**src/rtl/ooop_types.sv**
```systemverilog
// Shared out-of-order pipeline types: physical register and ROB tag
// widths, the renamed micro-op bundle and the issue bundle.
package ooop_types;

  localparam int PREG_W    = 6;
  localparam int ROB_TAG_W = 5;
  localparam int PAYLOAD_W = 16;

  typedef struct packed {
    logic [PREG_W-1:0]    prs1;
    logic [PREG_W-1:0]    prs2;
    logic                 rs1_rdy;
    logic                 rs2_rdy;
    logic [PAYLOAD_W-1:0] payload;
  } rename_pkt_t;

  typedef struct packed {
    logic [PAYLOAD_W-1:0] payload;
    logic [PREG_W-1:0]    prs1;
    logic [PREG_W-1:0]    prs2;
    logic [ROB_TAG_W-1:0] rob_tag;
  } issue_pkt_t;

endpackage

```
**src/rtl/rs_oldest_select.sv**
```systemverilog
// Age-matrix picker: grants the eligible entry that has no eligible
// entry older than itself.
module rs_oldest_select #(
  parameter int DEPTH = 8
) (
  input  logic [DEPTH-1:0]            elig_i,
  input  logic [DEPTH-1:0][DEPTH-1:0] older_i,
  output logic [DEPTH-1:0]            grant_o,
  output logic                        any_o
);

  // col[i][j] set when entry j is older than entry i
  logic [DEPTH-1:0][DEPTH-1:0] col;

  for (genvar i = 0; i < DEPTH; i++) begin : g_row
    for (genvar j = 0; j < DEPTH; j++) begin : g_col
      assign col[i][j] = older_i[j][i];
    end
    assign grant_o[i] = elig_i[i] & ~|(elig_i & col[i]);
  end

  assign any_o = |elig_i;

endmodule

```
**src/rtl/rs_age_select.sv**
```systemverilog
// Reservation station: multi-port wakeup CAM, lowest-free allocation
// and oldest-ready issue via an allocation-age matrix.
module rs_age_select
  import ooop_types::*;
#(
  parameter int DEPTH      = 8,
  parameter int WAKE_PORTS = 2
) (
  input  logic                                 clk,
  input  logic                                 rst,
  input  logic                                 flush_i,
  input  logic                                 push_valid_i,
  output logic                                 push_ready_o,
  input  rename_pkt_t                          push_pkt_i,
  input  logic [ROB_TAG_W-1:0]                 push_rob_tag_i,
  input  logic [WAKE_PORTS-1:0]                wakeup_valid_i,
  input  logic [WAKE_PORTS-1:0][PREG_W-1:0]    wakeup_tag_i,
  input  logic                                 exec_ready_i,
  output logic                                 issue_valid_o,
  output issue_pkt_t                           issue_pkt_o,
  output logic [$clog2(DEPTH):0]               count_o
);

  localparam int CW = $clog2(DEPTH) + 1;

  logic [DEPTH-1:0]                 valid_q, valid_d;
  logic [DEPTH-1:0]                 r1_q, r1_d;
  logic [DEPTH-1:0]                 r2_q, r2_d;
  logic [DEPTH-1:0][PREG_W-1:0]     prs1_q, prs1_d;
  logic [DEPTH-1:0][PREG_W-1:0]     prs2_q, prs2_d;
  logic [DEPTH-1:0][PAYLOAD_W-1:0]  pay_q, pay_d;
  logic [DEPTH-1:0][ROB_TAG_W-1:0]  rob_q, rob_d;
  logic [DEPTH-1:0][DEPTH-1:0]      older_q, older_d;
  logic [CW-1:0]                    cnt_q, cnt_d;

  logic [DEPTH-1:0] elig;
  logic [DEPTH-1:0] grant;
  logic [DEPTH-1:0] alloc;
  logic             any_elig;
  logic             push_fire;
  logic             pop;

  function automatic logic hit(
    input logic [PREG_W-1:0]                 tag,
    input logic [WAKE_PORTS-1:0]             v,
    input logic [WAKE_PORTS-1:0][PREG_W-1:0] t
  );
    hit = 1'b0;
    for (int p = 0; p < WAKE_PORTS; p++) begin
      hit = hit | (v[p] && (t[p] == tag));
    end
  endfunction

  assign elig = valid_q & r1_q & r2_q;

  rs_oldest_select #(
    .DEPTH (DEPTH)
  ) u_sel (
    .elig_i  (elig),
    .older_i (older_q),
    .grant_o (grant),
    .any_o   (any_elig)
  );

  assign push_ready_o  = (cnt_q < CW'(DEPTH)) && !rst;
  assign push_fire     = push_valid_i && push_ready_o && !flush_i;
  assign issue_valid_o = any_elig && !flush_i && !rst;
  assign pop           = issue_valid_o && exec_ready_i;
  assign count_o       = cnt_q;

  always_comb begin
    alloc = '0;
    for (int i = DEPTH - 1; i >= 0; i--) begin
      if (!valid_q[i]) begin
        alloc    = '0;
        alloc[i] = 1'b1;
      end
    end
  end

  always_comb begin
    issue_pkt_o = '0;
    for (int i = 0; i < DEPTH; i++) begin
      if (grant[i]) begin
        issue_pkt_o.payload = pay_q[i];
        issue_pkt_o.prs1    = prs1_q[i];
        issue_pkt_o.prs2    = prs2_q[i];
        issue_pkt_o.rob_tag = rob_q[i];
      end
    end
  end

  always_comb begin
    valid_d = valid_q;
    r1_d    = r1_q;
    r2_d    = r2_q;
    prs1_d  = prs1_q;
    prs2_d  = prs2_q;
    pay_d   = pay_q;
    rob_d   = rob_q;
    older_d = older_q;
    for (int i = 0; i < DEPTH; i++) begin
      if (valid_q[i]) begin
        r1_d[i] = r1_q[i] | hit(prs1_q[i], wakeup_valid_i, wakeup_tag_i);
        r2_d[i] = r2_q[i] | hit(prs2_q[i], wakeup_valid_i, wakeup_tag_i);
      end
      if (pop && grant[i]) begin
        valid_d[i] = 1'b0;
      end
      // allocation targets an invalid slot, so it never collides with pop
      if (push_fire && alloc[i]) begin
        valid_d[i] = 1'b1;
        prs1_d[i]  = push_pkt_i.prs1;
        prs2_d[i]  = push_pkt_i.prs2;
        pay_d[i]   = push_pkt_i.payload;
        rob_d[i]   = push_rob_tag_i;
        r1_d[i]    = push_pkt_i.rs1_rdy |
                     hit(push_pkt_i.prs1, wakeup_valid_i, wakeup_tag_i);
        r2_d[i]    = push_pkt_i.rs2_rdy |
                     hit(push_pkt_i.prs2, wakeup_valid_i, wakeup_tag_i);
        for (int j = 0; j < DEPTH; j++) begin
          older_d[i][j] = 1'b0;
          older_d[j][i] = valid_q[j];
        end
      end
    end
    if (flush_i) begin
      valid_d = '0;
    end
  end

  always_comb begin
    cnt_d = cnt_q + CW'(push_fire) - CW'(pop);
    if (flush_i) begin
      cnt_d = '0;
    end
  end

  always_ff @(posedge clk) begin
    if (rst) begin
      valid_q <= '0;
      cnt_q   <= '0;
    end else begin
      valid_q <= valid_d;
      cnt_q   <= cnt_d;
    end
  end

  always_ff @(posedge clk) begin
    r1_q    <= r1_d;
    r2_q    <= r2_d;
    prs1_q  <= prs1_d;
    prs2_q  <= prs2_d;
    pay_q   <= pay_d;
    rob_q   <= rob_d;
    older_q <= older_d;
  end

endmodule
```
**config.mk**
```make
export PLATFORM = sky130hd
export DESIGN_NAME = rs_age_select
export DESIGN_NICKNAME = d
export VERILOG_FILES = /design/src/rtl/ooop_types.sv /design/src/rtl/rs_oldest_select.sv /design/src/rtl/rs_age_select.sv
export SDC_FILE = /design/constraint.sdc
export NUM_CORES = 1
export LEC_CHECK = 0
export BUFFER_PORTS_ARGS = -buffer_cell sky130_fd_sc_hd__buf_2
export CAP_MARGIN = 20
export CORE_AREA = 2 2 244 246
export DETAILED_ROUTE_END_ITERATION = 6
export DIE_AREA = 0 0 246 248
export GPL_ROUTABILITY_DRIVEN = 0
export PLACE_DENSITY_LB_ADDON = 0.12
export SETUP_SLACK_MARGIN = 0.4
export SLEW_MARGIN = 0
export SYNTH_ARGS = -nofsm -noshare
export SYNTH_HDL_FRONTEND = slang
export SYNTH_SLANG_ARGS = --single-unit
```
**constraint.sdc**
```tcl
create_clock -name clk -period 3.5 [get_ports clk]
set_input_delay 0.175 -clock clk [delete_from_list [all_inputs] [get_ports clk]]
set_output_delay 0.175 -clock clk [all_outputs]
set_load 0.005 [all_outputs]
```
Yosys cells after proc, flatten, opt, wreduce, memory -nomap -nowiden --
Index checks and enable logic that the tools add are counted.
Word-level totals: register bits 356, bits in latches 0, memory bits (writable) 0, bits in read-only memories 0, output and inout port bits 39, logic and storage cells 455, memories 0
Operators by class: add/sub/neg operators 2, multiply operators 0, div/mod/pow operators 0, magnitude comparators 1, equality and inequality tests 36, shift operators 0, multiplexer cells 119, bitwise gates (word level) 54, reduce and logical (&&, ||, !) cells 122
Operators by type and width (number):
- 33-bit 2-to-1 mux | 8
- 6-bit == test | 36
- 8-bit 2-to-1 mux | 14
- 1-bit 2-to-1 mux | 96
- 2-bit nonzero test | 44
- 8-bit AND | 10
- 8-bit OR reduction | 9
- 1-bit logical AND | 58
- 1-bit bitwise OR | 36
- 1-bit logical NOT | 10
- 9-bit 2-to-1 mux | 1
- 1-bit AND | 8
- 4-bit by 1-bit adder with 4-bit output | 1
- 4-bit less-than comparator (second input constant) | 1
- 4-bit by 1-bit subtractor with 4-bit output | 1
- 2-bit OR reduction | 1

Depth between registers and ports, before layout --
Gate-level depths: netlist of run 1.
word-level depth 14, mapped depth 13, gate-level depth less buffers 11

By module --
A second synthesis of run 1 with hierarchy kept.
Second synthesis, totals: cells, all modules 1402, area, all modules 16985.0 um2
By module, submodules not included:
- rs_age_select | times used 1, cells an instance 1335, area each 16544.6 um2, seq. area each 10289.9 um2
- rs_oldest_select | times used 1, cells an instance 67, area each 440.4 um2, seq. area each 0.0 um2

Least setup slack after synthesis of run 1 --
OpenSTA, ideal clock, no wires.
path type register -> register, start point register r2_q[7], end point register cnt_q[2] (netlist: count_o[2]), setup time 124 ps, arrival 2498 ps, required time 3376 ps, path slack 878 ps, cell stages (with the launch flop) 13, path buffers 2, clock period less this slack 2622 ps, path through edfxtp_1 and3_1 buf_6 nor4_1 a21oi_1 and2_1 clkbuf_1 ha_1 inv_1 ha_1 fa_1 xnor2_1 nor2_1
On the way: longest elaborated chain between the ends 6
RTL lines:
- start: declaration | line rs_age_select.sv:28 | logic [DEPTH-1:0] r2_q, r2_d;
- start signal: assignment | line rs_age_select.sv:151 | r2_q <= r2_d;
- 8-bit AND | line rs_age_select.sv:54 | assign elig = valid_q & r1_q & r2_q;
- 8-bit OR reduction | line rs_oldest_select.sv:22 | assign any_o = |elig_i;
- 1-bit logical AND (2 in series) | line rs_age_select.sv:67 | assign issue_valid_o = any_elig && !flush_i && !rst;
- via issue_valid_o | line rs_age_select.sv:19 | output logic issue_valid_o,
- 1-bit logical AND | line rs_age_select.sv:68 | assign pop = issue_valid_o && exec_ready_i;
- 4-bit by 1-bit subtractor with 4-bit output | line rs_age_select.sv:133 | cnt_d = cnt_q + CW'(push_fire) - CW'(pop);
- end signal: assignment | line rs_age_select.sv:145 | cnt_q <= cnt_d;
- end: declaration | line rs_age_select.sv:34 | logic [CW-1:0] cnt_q, cnt_d;
The timed path passes the listed nets, and every way through them passes these cells. A chain may end at the register's enable or synchronous reset.

==> results of run 1 <==
final timing paths:
| path | end | startpoint | slack (ns) | depth (start not counted) |
|---|---|---|---|---|
| worst min register to register | older_q[40] | older_q[40] | 0.46 | 2 |
| worst max register to register | count_o[2] | r2_q[6] | 0.64 | 10 |
| worst min-delay path | valid_q[4] | flush_i | 0.03 | 4 |
| worst max-delay path | issue_pkt_o[16] | r2_q[5] | 0.34 | 9 |
report_power, final:
part           switching [uW]  internal, uW  total (uW)
logic                     254           161         415
clock network            1870          2740        4610
registers                26.0          4650        4680
kinds of logic after synthesis:
logic type / share of synthesized area, %
buffers and inverters: 5.00
DFF: 59.3
muxes: 0.288
and+or+nand+nor: 10.5
AOI/OAI and AO/OA: 13.4
xor gates and xnor gates: 11.1
adders and majority gates: 0.404
critical path, delay by kind of cell (launching register included):
kind	cells	cell delay, ns
flops	1	0.51
buf+inv	3	0.51
simple gates	4	0.73
compound gates	2	0.62
area by class of cell:
cell class	instances	area, um^2	share of cell area [%]
repair buffers	262	2330	10.6
inverters	90	338	1.54
well taps	773	967	4.40
flip-flops and latches	356	10300	46.9
clock inverters	19	175	0.797
multi-input cells	814	6610	30.1
clock buffers	60	1260	5.76
flip-flops by register name (all words and copies together) (netlist names):
signal,flops
r1_q,8
valid_q,8
prs2_q,48
older_q,64
pay_q,128
r2_q,8
count_o,4
prs1_q,48
rob_q,40
metrics by stage:
stage / power (uW) / utilization, % / std cells
finish: 9700 / 37.6 / 2374
global route: 9980 / 37.6 / 2374
CTS: 9790 / 36.9 / 2357
detailed placement: 5150 / 32.4 / 2188
global placement: 5150 / 32.4 / 2188
floorplan: 4980 / - / 1361
cells in the final DEF (no fill, tap or decap), types with 44 or more instances in the layout:
| cell | n |
|---|---|
| a211oi_2 | 44 |
| buf_2 | 92 |
| buf_4 | 94 |
| clkbuf_16 | 52 |
| edfxtp_1 | 316 |
| inv_1 | 68 |
| nand2_1 | 52 |
| nand4_1 | 63 |
| nor4_1 | 49 |
| xnor2_1 | 110 |
| xor2_1 | 109 |
layer usage:
metal	routed length (um)	vias up	global-route usage, %
li1	-	5635	-
met1	28500	6581	27.8
met2	32100	446	36.3
met3	3940	123	4.21
met4	2150	2	6.88
met5	8	-	0
what timing repair did:
item	in CTS	in global routing
buffers inserted	51	12
hold buffers	33	0
gates resized for setup	61	39
hold endpoints to repair	263	0
cloned	6	5
setup endpoints to repair	33	35
pin swaps	19	35
==> summary.txt, run 1 <==
OUTCOME
--------------------------------------------------------------------------------------
Status                                                                    finished clean

GLOBAL ROUTE
--------------------------------------------------------------------------------------
Antenna violations before repair                                                     1
First-pass GRT wire length                                                    94300 um
Largest net degree at the start of global routing                                   36
Via count of the first global-routing pass                                       13200
Overflow left after global routing                                                   0
Overall Global Routing Usage                                                     21.5%

SETUP PATH
--------------------------------------------------------------------------------------
Arrival time worst endpoint                                                    2.98 ns
Maximum fanout count along the critical path                                         9
Cell seen most often among critical-path stages                               a211oi_4
Type of origin of the critical path                                          flip-flop
Cells traversed along the worst timing path                               and3_4 -> a211oi_4 -> buf_4 -> nand4b_4 -> nand3b_4 -> nor3_4 -> buf_12 -> a211oi_4 -> buf_2
Data required time of the critical path                                        3.32 ns
Critical-path cell with the highest stage delay                               edfxtp_1
Type of the worst setup path                                              flip-flop to primary output
Delay of the slowest cell on the worst path                                    0.51 ns
Type of destination of the critical path                                  primary output

DETAILED ROUTING
--------------------------------------------------------------------------------------
Detailed router's first-iteration violation count                                 1151
Final ANT Viol Nets                                                                  0
Routed vias                                                                      12800
Drt wl/cell                                                                    28.1 um
Number of vias per cell after detailed routing                                    5.39
Drt pass-1 iters                                                                     5
Final routed DRC violation total                                                     0
Drt total wl                                                                  66800 um

FLOORPLAN
--------------------------------------------------------------------------------------
Number of placed I/O pins                                                           93
Die outline height                                                              248 um
Site row count                                                                      89
Area inside the core boundary                                               58500 um^2
Total Die Area                                                              61000 um^2
Die span in x                                                                   246 um
Starting utilization of the core area                                            29.7%

TIMING
--------------------------------------------------------------------------------------
Final hold violation count                                                           0
Setup skew after layout                                                      0.0361 ns
Final setup slack of the worst path                                           0.340 ns
Share of the clock period used by the worst path after layout                    90.3%
Worst relative slew slack                                                        30.9%
Minimum clock period after layout                                              3.16 ns
Max Clk Rate                                                                 0.317 GHz
RSZ-0062 raised after global routing                                              true
Minimum hold slack                                                           0.0280 ns
Summed negative setup slack over all endpoints                                    0 ns
Worst-margin pin slew                                                          1.03 ns
Final count of negative-setup-slack endpoints                                        0
Max-slew violation count                                                             0

MIN PATH
--------------------------------------------------------------------------------------
Path category of the worst min-delay check                                primary input to flip-flop

CLOCKING
--------------------------------------------------------------------------------------
Maximum number of buffers from clock root to sink                                    3
Clk_lat worst skew                                                             0.59 ns
Cell at the root of the clock tree                                           clkbuf_16
Clock Sink Count                                                                   356
CTS clk-pin slew, worst paths                                                  0.06 ns
Number of buffers created by CTS                                                    43
Htree depth                                                                          2
TritonCTS clock tree                                                              done

FINAL LAYOUT
--------------------------------------------------------------------------------------
Final instance area                                                         22000 um^2
Fill cells                                                                        5663
Nets                                                                              1626
Number of antenna repair diodes                                                      0
Growth of design area from synthesis to finish                                   26.6%
Layout cell share with drive strength beyond 1                                   26.2%

SYNTHESIS
--------------------------------------------------------------------------------------
Cell with the most instances after synthesis                                  edfxtp_1
Share of the synthesized area in the top cell type                               54.7%
Register area share after synthesis                                              59.3%
Number of enable-type register cells in the synthesized netlist                    316
Mapped Avg Cell Area                                                         12.8 um^2
Prevailing post-synth register cell                                           edfxtp_1
Number of distinct standard cells referenced by the synthesized netlist             58
Net count after synthesis                                                         1420
Share of synthesized flip-flops with an asynchronous set or reset                   0%
Post-synth top cells                                                      edfxtp_1, xnor2_1, xor2_1, inv_1, nand4_1
Ys Warns                                                                             0
Leading area contributor after synthesis                                      edfxtp_1
Instance count of the mapped netlist                                              1361
Number of synthesized register bits                                                356
Synthesized cell area                                                       17400 um^2
Top cells by area in the synthesized netlist                              edfxtp_1, xnor2_1, xor2_1, dfxtp_1, nand4_1

POWER AND IR DROP
--------------------------------------------------------------------------------------
VDD IR-drop max                                                               0.330 mV
Leakage power                                                               0.00804 uW
Pwr dens                                                                   441 nW/um^2

RUN
--------------------------------------------------------------------------------------
Count of max-cap constraint violations                                               0

PLACED DESIGN
--------------------------------------------------------------------------------------
Placed standard-cell area                                                   18900 um^2
Worst setup slack after placement                                             0.452 ns
HPWL Detailed                                                                 40000 um
PortBufs                                                                            92

Power figures use the tool's default switching activity.
==> run 2: changes to the inputs <==
==> constraint.sdc (replaced) <==
create_clock -name clk -period 3.2 [get_ports clk]
set_input_delay 0.16 -clock clk [delete_from_list [all_inputs] [get_ports clk]]
set_output_delay 0.16 -clock clk [all_outputs]
set_load 0.005 [all_outputs]
==> summary.txt, run 2 (synthesis gave the netlist of run 1 again) <==
DETAILED ROUTING
----------------------------------------------------------------------------
Met2 routed wirelength                                              30900 um
Drt wl/cell                                                          27.6 um
Final routed DRC violation total                                           0
Number of vias per cell after detailed routing                          5.32
Detailed router's first-iteration violation count                       1033
Drt pass-1 iters                                                           6
Final ANT Viol Nets                                                        0
Met1 Wirelength                                                     29400 um
Drt total wl                                                        64800 um
Detail Route met3 WL                                                 2820 um
Routed vias                                                            12500
Top layer reached by signal wires                                       met4

POWER AND IR DROP
----------------------------------------------------------------------------
VDD IR-drop max                                                     0.443 mV
Pwr dens                                                         475 nW/um^2
Cell Int Power                                                       7890 uW
Power share of the clock group                                         45.5%
Sw power                                                             2330 uW
Register share of total power                                          50.1%
Share of total power consumed by net switching                         22.8%
Fraction of power consumed by combinational cells                       4.4%
Leakage power                                                     0.00784 uW
Post-route total power                                              10200 uW

OUTCOME
----------------------------------------------------------------------------
Violated checks                                                 negative setup slack
Status                                                          finished with violations

RUN
----------------------------------------------------------------------------
Count of max-cap constraint violations                                     0

TIMING
----------------------------------------------------------------------------
Worst relative slew slack                                              44.9%
Final count of negative-setup-slack endpoints                              3
RSZ-0062 raised after global routing                                    true
Minimum clock period after layout                                    3.24 ns
Final hold violation count                                                 0
Final setup slack of the worst path                               -0.0421 ns
Share of the clock period used by the worst path after layout           101%
Max-slew violation count                                                   0
Worst-margin pin slew                                               0.819 ns
Max Clk Rate                                                       0.308 GHz
Setup skew after layout                                            0.0253 ns

PLACED DESIGN
----------------------------------------------------------------------------
Inst Count DP                                                           2193
PortBufs                                                                  92
HPWL Detailed                                                       40000 um

FINAL LAYOUT
----------------------------------------------------------------------------
Number of antenna repair diodes                                            0
Flip-flop count of the largest register after layout                     128
Final cell count without fillers                                        2349
Nets                                                                    1603
Growth of design area from synthesis to finish                         23.9%
Most used cells in the layout excluding fill and tap cells      edfxtp_1, xnor2_1, xor2_1, buf_2, buf_4
Most common cell after layout, fill and taps aside                  edfxtp_1
Largest registers in the final layout                           pay_q x128, older_q x64
Layout cell share with drive strength beyond 1                         24.0%
Most flops, register                                                   pay_q

FLOORPLAN
----------------------------------------------------------------------------
Site row count                                                            89
Total Die Area                                                    61000 um^2
Area inside the core boundary                                     58500 um^2
Starting utilization of the core area                                  29.7%
Number of placed I/O pins                                                 93
Die span in x                                                         246 um
Die outline height                                                    248 um

GLOBAL ROUTE
----------------------------------------------------------------------------
Via count of the first global-routing pass                             12600
Overall Global Routing Usage                                           21.0%
Antenna violations before repair                                           0
First-pass GRT wire length                                          92300 um
Largest net degree at the start of global routing                         68
Overflow left after global routing                                         0

CLOCKING
----------------------------------------------------------------------------
Maximum number of buffers from clock root to sink                          3
CTS clk-pin slew, worst paths                                        0.06 ns
Clk_lat worst skew                                                   0.58 ns
Clock Sink Count                                                         356
Cell at the root of the clock tree                                 clkbuf_16
Htree depth                                                                2
TritonCTS clock tree                                                    done
Number of buffers created by CTS                                          41

SETUP PATH
----------------------------------------------------------------------------
Data required time of the critical path                              3.04 ns
Arrival time worst endpoint                                          3.08 ns
Maximum fanout count along the critical path                               9
Critical-path cell with the highest stage delay                     edfxtp_1
Type of destination of the critical path                        primary output
Largest delay share family, worst path                          simple AND/OR/NAND/NOR gates
Type of the worst setup path                                    flip-flop to primary output
Cells traversed along the worst timing path                     and3_4 -> buf_4 -> a22o_1 -> nor3_2 -> nor2b_4 -> buf_12 -> a222oi_1 -> a211oi_2 -> buf_2
Delay of the slowest cell on the worst path                          0.49 ns
Register-to-register setup slack                                     0.48 ns
Critical path buffer and inverter count                                    3
Type of origin of the critical path                                flip-flop

MIN PATH
----------------------------------------------------------------------------
Path category of the worst min-delay check                      primary input to flip-flop

-- run 2: changes by cell type in the layout (fill, tap and decap cells not counted), sizes merged --
cell	previous run	this run
clkinvlp	1	2
clkbuf	65	50
buf	223	206
clkinv	14	20
-- run 2: tightest hold or removal path, stage by stage --
cell     delay, ns
buf_2         0.12
nor2_1        0.14
nand2_1       0.09
a21oi_1       0.04
-- run 2: cell type report --
cell class,instances,area (um^2)
Multi-Input combinational cell,814,6470
Clock inverter,26,228
Clock buffer,49,1070
Tap cell,773,967
Timing Repair Buffer,241,2140
Fill cell,5695,37000
Inverter,90,338
Sequential cell,356,10300
-- run 2: metrics by stage --
stage               util [%]  setup slack, ns  setup TNS, ns  cell area, um^2  hold slack [ns]
floorplan                  -            0.578              0            17400            0.259
global placement        32.4           0.0651              0            18900            0.441
finish                  36.8          -0.0421        -0.0891            21500           0.0180
global route            36.8           -0.102         -0.937            21500           0.0325
detailed placement      32.4            0.265              0            19000            0.446
CTS                     36.3          -0.0618         -0.476            21200           0.0113
-- run 2: what timing repair did --
item,in CTS,in global routing
hold buffers,33,0
endpoints found under the hold margin,264,0
pin swaps,22,42
buffers inserted,27,13
setup endpoints to repair,34,36
gates cloned,7,1
resized for setup,47,29
-- run 2: final timing paths --
| path | start | end | cells past startpoint |
|---|---|---|---|
| max | r2_q[2] | issue_pkt_o[16] | 9 |
| min | flush_i | valid_q[4] | 4 |
| max reg2reg | r2_q[2] | count_o[2] | 11 |
| min reg2reg | older_q[61] | older_q[61] | 2 |
-- run 2: metal layers --
layer	vias to the layer above	GRT usage [%]
met5	-	0
met4	0	6.40
met3	95	2.67
li1	5602	-
met1	6448	28.6
met2	350	35.0
-- run 2: power by group through the flow --
stage	sequential (uW)	clock (uW)	combinational, uW
2_1_floorplan	5210	0	239
3_3_place_gp	5220	0	411
3_5_place_dp	5220	0	417
4_1_cts	5120	4760	454
5_1_grt	5120	4900	490
6_report	5120	4650	449
==> run 3: changes to the inputs <==
--- a/config.mk
+++ b/config.mk
@@ -5,11 +5,12 @@
 export SDC_FILE = /design/constraint.sdc
 export NUM_CORES = 1
 export LEC_CHECK = 0
+export ABC_AREA = 1
 export BUFFER_PORTS_ARGS = -buffer_cell sky130_fd_sc_hd__buf_2
 export CAP_MARGIN = 20
-export CORE_AREA = 2 2 244 246
+export CORE_AREA = 2 2 254 256
 export DETAILED_ROUTE_END_ITERATION = 6
-export DIE_AREA = 0 0 246 248
+export DIE_AREA = 0 0 256 258
 export GPL_ROUTABILITY_DRIVEN = 0
 export PLACE_DENSITY_LB_ADDON = 0.12
 export SETUP_SLACK_MARGIN = 0.4
==> summary.txt, run 3 <==
SETUP PATH
--------------------------------------------------------------------------------------
Critical path buffer and inverter count                                              6
Type of the worst setup path                                              flip-flop to primary output
Type of destination of the critical path                                  primary output
Maximum fanout count along the critical path                                         7
Arrival time worst endpoint                                                    2.70 ns
Largest delay share family, worst path                                    simple AND/OR/NAND/NOR gates
Cell seen most often among critical-path stages                                nand2_1
Data required time of the critical path                                        3.04 ns
Worst R2R Path Depth                                                                12
Register-to-register setup slack                                               0.48 ns
Cells traversed along the worst timing path                               nand3_4 -> buf_12 -> buf_6 -> o22ai_4 -> nor2_4 -> buf_12 -> nand2_8 -> clkbuf_16 -> o21ai_2 -> inv_1 -> nand2_1 -> nand2_1 -> nand2_1 -> nand2_1 -> nand2_1 -> buf_2
Type of origin of the critical path                                          flip-flop
Delay of the slowest cell on the worst path                                    0.46 ns
Critical-path cell with the highest stage delay                               edfxtp_1
Crit Reg-Reg Startpoint                                                        r2_q[1]
End of the worst register-to-register path                                  count_o[1]

CLOCKING
--------------------------------------------------------------------------------------
Clk_lat worst skew                                                             0.60 ns
Clock Sink Count                                                                   356
CTS clk-pin slew, worst paths                                                  0.06 ns
Maximum number of buffers from clock root to sink                                    3
Cell at the root of the clock tree                                           clkbuf_16
Number of buffers created by CTS                                                    42
Htree depth                                                                          2
TritonCTS clock tree                                                              done

TIMING
--------------------------------------------------------------------------------------
RSZ-0062 raised after global routing                                              true
Max Clk Rate                                                                 0.350 GHz
Worst-margin pin slew                                                         0.868 ns
Minimum hold slack                                                           0.0231 ns
Max-slew violation count                                                             0
Summed negative setup slack over all endpoints                                    0 ns
Final count of negative-setup-slack endpoints                                        0
Final hold violation count                                                           0
Share of the clock period used by the worst path after layout                    89.4%
Setup skew after layout                                                      0.0179 ns
Worst relative slew slack                                                        42.1%
Minimum clock period after layout                                              2.86 ns

DETAILED ROUTING
--------------------------------------------------------------------------------------
Number of vias per cell after detailed routing                                    4.94
Final ANT Viol Nets                                                                  0
Detailed router's first-iteration violation count                                 1436
Drt pass-1 iters                                                                     6
Final routed DRC violation total                                                     0
Drt wl/cell                                                                    21.7 um
Routed vias                                                                      16200
Drt total wl                                                                  71000 um

SYNTHESIS
--------------------------------------------------------------------------------------
Net count after synthesis                                                         2229
Number of distinct standard cells referenced by the synthesized netlist             52
Instance count of the mapped netlist                                              2170
Ys Warns                                                                             0
Synthesized cell area                                                       18800 um^2
Post-synth top cells                                                      nand2_1, inv_1, edfxtp_1, o21ai_0, nand3_1
Share of the synthesized area in the top cell type                               50.4%
Register area share after synthesis                                              54.7%
Number of synthesized register bits                                                356
Mapped Avg Cell Area                                                         8.67 um^2
Number of enable-type register cells in the synthesized netlist                    316
Leading area contributor after synthesis                                      edfxtp_1
Top cells by area in the synthesized netlist                              edfxtp_1, nand2_1, inv_1, o21ai_0, dfxtp_1
Cell with the most instances after synthesis                                   nand2_1
Prevailing post-synth register cell                                           edfxtp_1
Share of synthesized flip-flops with an asynchronous set or reset                   0%

FINAL LAYOUT
--------------------------------------------------------------------------------------
Largest registers in the final layout                                     pay_q x128, older_q x64
Layout cell share with drive strength beyond 1                                   18.8%
Most flops, register                                                             pay_q
Most used cells in the layout excluding fill and tap cells                nand2_1, inv_1, edfxtp_1, o21ai_0, nand3_1
Number of antenna repair diodes                                                      0
Flip-flop count of the largest register after layout                               128
Most common cell after layout, fill and taps aside                             nand2_1
Nets                                                                              2440
Growth of design area from synthesis to finish                                   27.2%
Fill cells                                                                        6383

POWER AND IR DROP
--------------------------------------------------------------------------------------
VDD IR-drop max                                                               0.404 mV
Leakage power                                                                0.0102 uW
Pwr dens                                                                   429 nW/um^2

FLOORPLAN
--------------------------------------------------------------------------------------
Site row count                                                                      93
Number of placed I/O pins                                                           93
Area inside the core boundary                                               63600 um^2
Die outline height                                                              258 um
Total Die Area                                                              66000 um^2
Starting utilization of the core area                                            29.6%
Die span in x                                                                   256 um

OUTCOME
--------------------------------------------------------------------------------------
Status                                                                    finished clean

MIN PATH
--------------------------------------------------------------------------------------
Worst hold path endpoint                                                    prs2_q[44]
Hold Path Cell Cnt                                                                   1
Hold path startpoint                                                      push_pkt_i[20]
Path category of the worst min-delay check                                primary input to flip-flop

GLOBAL ROUTE
--------------------------------------------------------------------------------------
Via count of the first global-routing pass                                       15000
Largest net degree at the start of global routing                                   68
First-pass GRT wire length                                                    98700 um
Overall Global Routing Usage                                                     19.9%
Overflow left after global routing                                                   0
Antenna violations before repair                                                     2

RUN
--------------------------------------------------------------------------------------
Count of max-cap constraint violations                                               0

PLACED DESIGN
--------------------------------------------------------------------------------------
HPWL Detailed                                                                 41700 um
PortBufs                                                                            92

[run 3: cell types whose count changed after synthesis, moves of 36 or more]
cell,previous run,this run
nand4_1,63,27
xnor2_1,110,12
nor2_1,20,93
nand2_1,54,572
inv_1,69,373
nand3_1,9,123
nor4_1,49,9
o22ai_1,0,62
o21ai_0,3,169
xor2_1,109,26
[run 3: cell families after synthesis]
kind of cell | share of synthesized area (%)
buffers and inverters | 11.0
AOI/OAI and AO/OA | 11.2
xor gates and xnor gates | 1.77
and+or+nand+nor | 20.9
DFF | 54.7
adders and majority gates | 0.372
[run 3: worst max-delay path by stage]
stage | start | slack (ns) | endpoint | cells past startpoint
global placement | r1_q[6] | 0.47 | count_o[2] | 11
floorplan | count_o[3] | 0.51 | r2_q[0] | 8
global route | r2_q[1] | 0.20 | issue_pkt_o[22] | 17
detailed placement | r1_q[6] | 0.39 | count_o[2] | 11
CTS | r1_q[1] | 0.38 | issue_pkt_o[28] | 17
finish | r2_q[1] | 0.34 | issue_pkt_o[9] | 16
[run 3: report_power, final]
group,internal [uW],total (uW),switching (uW)
clock,2590,4630,2030
sequential,5080,5110,23.8
combinational,170,538,369
[run 3: per-layer routing]
layer | wire length, um | GRT usage [%]
met1 | 31000 | 27.0
met2 | 33100 | 32.2
met3 | 4380 | 2.93
met4 | 2500 | 7.65
met5 | 7 | 0
[run 3: final cells by class]
type                    count  area [um^2]  share of cell area [%]
clock buffers              52         1090                    4.55
clock inverters            24          205                   0.857
inverters                 398         1500                    6.26
multi-input cells        1310         6970                    29.1
flip-flops and latches    356        10300                    43.1
well taps                 855         1070                    4.47
repair buffers            273         2800                    11.7
[run 3: what timing repair did]
item,4_1_cts,5_1_grt
setup endpoints to repair,34,36
endpoints found under the hold margin,242,0
gates resized for setup,69,153
hold buffers,32,0
pin swaps,9,84
cloned,5,17
setup buffers,28,31
[run 3: through the flow]
stage / power (uW) / area (um^2) / std cells / utilization [%] / worst slack [ns]
2_1_floorplan: 5430 / 18800 / 2170 / - / 0.510
3_3_place_gp: 5690 / 20400 / 3079 / 32.1 / 0.466
3_5_place_dp: 5690 / 20400 / 3079 / 32.1 / 0.395
4_1_cts: 10400 / 22700 / 3220 / 35.7 / 0.381
5_1_grt: 10600 / 23900 / 3268 / 37.6 / 0.197
6_report: 10300 / 23900 / 3268 / 37.6 / 0.339
[run 3: worst register-to-register path, cell delays in order (launching register included)]
cell and delay, ns:
edfxtp_1 0.46, buf_6 0.17, nand3_4 0.10, nand4_1 0.16, or4_4 0.47, nand3_1 0.11
inv_1 0.05, ha_1 0.27, inv_1 0.04, ha_2 0.18, fa_2 0.53, inv_1 0.04
nor2_1 0.08
